<file path="src/rtl/booth_pp_accum.sv">
// booth_pp_accum
// Iterative accumulator for radix-4 Booth partial products. Each accepted
// partial product i (with its two's-complement correction carry) is weighted
// by 4^i (shift by 2*i) and added into a WIDTH-bit accumulator, modulo
// 2^WIDTH. After PP_NUM products the sum is offered on a valid/ready port.
//
// Ports
//   clk        : clock, all state changes on the rising edge
//   resetn     : synchronous active-low reset (highest priority)
//   flush      : synchronous abort of the current multiplication
//   in_valid   : partial product present
//   in_ready   : block accepts a partial product (registered, ACCUM state)
//   in_pp      : Booth partial product, bit-inverted when negative
//   in_carry   : +1 correction for negative partial products
//   out_valid  : result valid (registered, DONE state)
//   out_ready  : consumer accepts the result
//   out_result : accumulated product, modulo 2^WIDTH
module booth_pp_accum #(
    parameter int WIDTH  = 64,
    parameter int PP_NUM = 17
) (
    input  logic             clk,
    input  logic             resetn,
    input  logic             flush,
    input  logic             in_valid,
    output logic             in_ready,
    input  logic [WIDTH-1:0] in_pp,
    input  logic             in_carry,
    output logic             out_valid,
    input  logic             out_ready,
    output logic [WIDTH-1:0] out_result
);

    localparam int IDX_W = (PP_NUM > 1) ? $clog2(PP_NUM) : 1;
    localparam logic [IDX_W-1:0] IDX_LAST = IDX_W'(PP_NUM - 1);

    typedef enum logic [0:0] {
        ST_ACCUM = 1'b0,
        ST_DONE  = 1'b1
    } state_t;

    state_t           r_state;
    logic [WIDTH-1:0] r_acc;
    logic [IDX_W-1:0] r_idx;
    logic             r_in_ready;
    logic             r_out_valid;

    logic             w_beat;
    logic             w_out_hs;
    logic [IDX_W:0]   w_shamt;
    logic [WIDTH-1:0] w_pp_sh;
    logic [WIDTH-1:0] w_carry_sh;
    logic [WIDTH-1:0] w_acc_next;

    // Handshake decode and weighted partial-product sum for the current index
    always_comb begin
        w_beat     = 1'b0;
        w_out_hs   = 1'b0;
        w_shamt    = {r_idx, 1'b0};
        w_pp_sh    = {WIDTH{1'b0}};
        w_carry_sh = {WIDTH{1'b0}};
        w_acc_next = r_acc;
        w_beat     = in_valid & r_in_ready;
        w_out_hs   = r_out_valid & out_ready;
        // Shifting both terms separately keeps the carry at the same weight
        // as its partial product; bits above WIDTH-1 simply fall off.
        w_pp_sh    = in_pp << w_shamt;
        w_carry_sh = {{(WIDTH-1){1'b0}}, in_carry} << w_shamt;
        w_acc_next = r_acc + w_pp_sh + w_carry_sh;
    end

    // Control FSM, accumulator and registered handshake outputs
    always_ff @(posedge clk) begin
        if (!resetn) begin
            r_state     <= ST_ACCUM;
            r_acc       <= {WIDTH{1'b0}};
            r_idx       <= {IDX_W{1'b0}};
            r_in_ready  <= 1'b1;
            r_out_valid <= 1'b0;
        end else if (flush) begin
            // Flush wins over any beat or output handshake in this cycle
            r_state     <= ST_ACCUM;
            r_acc       <= {WIDTH{1'b0}};
            r_idx       <= {IDX_W{1'b0}};
            r_in_ready  <= 1'b1;
            r_out_valid <= 1'b0;
        end else begin
            case (r_state)
                ST_ACCUM: begin
                    if (w_beat) begin
                        r_acc <= w_acc_next;
                        if (r_idx == IDX_LAST) begin
                            r_idx       <= {IDX_W{1'b0}};
                            r_state     <= ST_DONE;
                            r_in_ready  <= 1'b0;
                            r_out_valid <= 1'b1;
                        end else begin
                            r_idx <= r_idx + {{(IDX_W-1){1'b0}}, 1'b1};
                        end
                    end else begin
                        r_acc <= r_acc;
                    end
                end
                ST_DONE: begin
                    if (w_out_hs) begin
                        r_acc       <= {WIDTH{1'b0}};
                        r_state     <= ST_ACCUM;
                        r_in_ready  <= 1'b1;
                        r_out_valid <= 1'b0;
                    end else begin
                        r_acc <= r_acc;
                    end
                end
                default: begin
                    r_state     <= ST_ACCUM;
                    r_acc       <= {WIDTH{1'b0}};
                    r_idx       <= {IDX_W{1'b0}};
                    r_in_ready  <= 1'b1;
                    r_out_valid <= 1'b0;
                end
            endcase
        end
    end

    assign in_ready   = r_in_ready;
    assign out_valid  = r_out_valid;
    assign out_result = r_acc;

endmodule
</file>
<file path="config.mk">
export PLATFORM = sky130hd
export DESIGN_NAME = booth_pp_accum
export DESIGN_NICKNAME = d
export VERILOG_FILES = /design/src/rtl/booth_pp_accum.sv
export SDC_FILE = /design/constraint.sdc
export NUM_CORES = 1
export LEC_CHECK = 0
export ABC_AREA = 1
export CORE_AREA = 5 5 163 165
export CTS_CLUSTER_SIZE = 16
export DETAILED_ROUTE_END_ITERATION = 7
export DIE_AREA = 0 0 168 170
export MAX_ROUTING_LAYER = met4
export PLACE_DENSITY = 0.82
export SKIP_LAST_GASP = 1
export SYNTH_ARGS = -nofsm -noshare
export SYNTH_HDL_FRONTEND = slang
export SYNTH_SLANG_ARGS = --single-unit
</file>
<file path="constraint.sdc">
create_clock -name clk -period 3.6 [get_ports clk]
set_input_delay 0.54 -clock clk [delete_from_list [all_inputs] [get_ports clk]]
set_output_delay 0.54 -clock clk [all_outputs]
set_load 0.05 [all_outputs]
</file>
==> results.toml <==
[sta]
hold_viol_final = 0
tightest_slew_ns = 0.859
max_freq_mhz = 247
clock_skew_ns = 0.0224
finalWorstSetupSlack_ns = -0.452
rsz0062_at_grt = "true"
fin_crit_sh_pct = 113
setup-violations-final = 53
slew_headroom_pct = 42.7
min_period_ns = 4.05
drv_slew = 0

[worst_setup_path]
critPathSlowestCell = "fa_1"
cp_common_cell = "nand2_2"
cpPeakStageDelay_ns = 0.54
crit_chain = "buf_12, buf_8, nand2_2, nand2_2, buf_4, o21ai_4, or2_1, o21a_1, o211ai_1, o21ai_2, fa_1, inv_2, ha_4, nand2_4, nor2_4, inv_2, buf_6, nor2_4, nand2_4, nor4_4, nand2_2, nand4_1, nand3_2, a21oi_2"
critPathBufInv = 6
crit_type = "flip-flop to flip-flop"
critPathLaunchType = "flip-flop"
endpoint_kind = "flip-flop"
required_ns = 3.89
worstPathArrival_ns = 4.34
critPathTopFamily = "simple AND/OR/NAND/NOR gates"
cp_max_fo = 7

[placement]
gp_congestion = 1.04
place_ws_ns = -1.27
io_buffer_count = 135
hpwlAfterDp_um = 47300

[clock_network]
cts_tree = "built"
hold_buffers = 0
cts_buffers = 9
cts.path.max_buffers = 2
cts_num_sinks = 72
clk_pin_slew_ns = 0.08
clk_latency_ns = 0.37
h-tree-depth = 3
root_buffer = "clkbuf_16"

[global_route]
overflow = 0
grtUsageTotal_pct = 43.7
grt_pass1_vias = 18000
grt_max_degree = 63
antenna_found_initial = 0
grt_first_pass_wirelength_um = 96000

[finish]
area_delta_synth_final_pct = 65.4
diodes = 0
drive_above_1_share_pct = 41.1
fin_util_pct = 84.1
nets = 2983

[routing]
drt.antenna.violating_nets = 0
drcViolationCount = 0
drtIter0Drc = 2269
dr_total_vias = 18500
wl_um = 65000
wl_per_cell_um = 20.8
via_per_inst = 5.93
detailedRoute.firstPassIterationCount = 7

[synthesis]
synthCells = 2244
yosysWarnings = 0
avgSynthCellArea_um2 = 5.64
synth_seq_cells = 72
synth_largest_area_cell = "nand2_1"
synth_top_area_share_pct = 20.8
yosysSeqAreaShare_pct = 11.4
synth.net_count = 2442
synth_cell_types = 57
syn_area_mm2 = 0.0127
synth_area_leaders = "nand2_1 21%, dfxtp_1 11%, inv_1 9.6%, ha_1 9.4%, a21oi_1 7.3%"

[power_and_ir_drop]
power_leakage_nw = 10.2
power.density_mw_per_mm2 = 253
max-vdd-ir-drop_v = 0.000210

[outcome]
status = "finished, violations left"
failed_checks = "negative setup slack"

[floorplan]
core-area_mm2 = 0.0249
io_pins = 136
start_util_pct = 50.9
num_rows = 58
dieHeight_um = 170
die_area_mm2 = 0.0286
die_w_um = 168

[job]
maxCapViolations = 0

[worst_hold_path]
worstHoldPathType = "flip-flop to flip-flop"
[power breakdown]
part           total [mW]  internal [mW]  switching [mW]
Clock               0.992          0.485           0.507
Sequential          0.890          0.837          0.0529
Combinational        3.41           1.45            1.96
Total                5.29           2.77            2.52
[layout by cell type (no fill, tap or decap), types with 9 or more instances in the layout]
master and n:
a21oi_1 113, a21oi_2 58, a21oi_4 20, buf_12 19, buf_4 428, buf_6 25, clkbuf_16 10, clkdlybuf4s50_1 123
dfxtp_1 69, dlygate4sd2_1 11, fa_1 33, ha_1 45, ha_4 42, inv_1 266, inv_2 65, inv_4 9
nand2_1 561, nand2_2 144, nand2_4 47, nand3_1 146, nand3_2 47, nand4_1 12, nor2_1 82, nor2_2 51
nor2_4 48, nor3_2 12, o211ai_1 9, o21ai_0 57, o21ai_1 49, o21ai_2 50, or2_1 9
[stage by stage]
| step | cell area (um^2) | hold WS [ns] | power, mW | std cells | TNS (ns) |
|---|---|---|---|---|---|
| after floorplan | 12700 | 0.504 | 2.21 | 2244 | 0 |
| after global placement | 17300 | 0.468 | 3.34 | 3039 | -44.82 |
| after detailed placement | 17300 | 0.473 | 3.40 | 3039 | -49.58 |
| after CTS | 20100 | 0.484 | 4.94 | 3104 | -6.17 |
| after global routing | 20900 | 0.495 | 5.48 | 3120 | -21.48 |
| final | 20900 | 0.486 | 5.29 | 3120 | -13.22 |
[cells by family (layout without fill, tap and decap cells)]
family          Yosys count  after routing  synth area share [%]
compound gates          408            408                  17.5
xor+xnor                  2              2                 0.138
fa+ha+maj               128            128                  14.6
buf+inv                 427            973                  14.0
flops                    72             72                  11.4
mux                       9              9                 0.712
simple gates           1198           1198                  41.7
[synth_stat cells, drive strengths merged]
cell type,count
o221ai,3
and2,2
o211ai,9
mux2i,9
and3,1
o21bai,13
o21a,2
nor2,181
nand3,195
a21boi,2
clkinv,2
nand2,752
a21oi,191
a21o,3
nor3b,2
a31oi,7
nor4,4
buf,50
o311ai,1
xor2,2
inv,341
o22ai,4
ha,95
a2bb2oi,1
a32oi,1
or2,16
o21ai,161
clkbuf,34
nand3b,7
a221oi,2
nor3,26
a211oi,1
a22oi,6
dfxtp,72
nand4,12
fa,33
a211o,1
[flip-flops by register name (all words and copies together), names as in the netlist]
signal,flops
r_idx,5
out_valid,1
r_state,1
out_result,64
in_ready,1
[cell type report]
class | instances | area [um^2]
Timing Repair inverter | 2 | 22.5
Sequential cell | 72 | 1450
Clock inverter | 7 | 62.6
Timing Repair Buffer | 612 | 5330
Clock buffer | 9 | 225
Fill cell | 1595 | 3950
Tap cell | 330 | 413
Multi-Input combinational cell | 1745 | 12100
Inverter | 343 | 1330
[layer usage]
metal  GRT usage (%)  routed length, um  vias to the layer above  part of all wire, %
li1                -                  -                     8300                    -
met1            51.7              23900                     8561                   37
met2            70.6              29300                     1297                   45
met3            8.52               7110                      354                   11
met4            23.1               4640                        0                  7.1
met5               -                  0                        -                    0
[worst reg2reg max path, delay by kind of cell, from the launching register on]
kind | cells | cell delay (ns)
fa+ha+maj | 2 | 0.87
flops | 1 | 0.38
simple gates | 11 | 1.34
buf+inv | 6 | 0.68
compound gates | 5 | 0.67
[final timing paths]
check | slack, ns | cells after the start | to | from
worst max-delay path | -0.45 | 24 | out_result[52]$_SDFFE_PP0P_ | r_idx[0]$_SDFFE_PP0P_
worst min-delay path | 0.49 | 2 | out_result[18]$_SDFFE_PP0P_ | out_result[18]$_SDFFE_PP0P_
worst max register to register | -0.45 | 24 | out_result[52]$_SDFFE_PP0P_ | r_idx[0]$_SDFFE_PP0P_
worst min register to register | 0.49 | 2 | out_result[18]$_SDFFE_PP0P_ | out_result[18]$_SDFFE_PP0P_
[repair_timing]
action                     CTS  global route
resized for setup          604           177
cloned                       4             1
pin swaps                  171            88
setup buffers               45            17
setup endpoints to repair   59            56
Power figures use the tool's default switching activity.
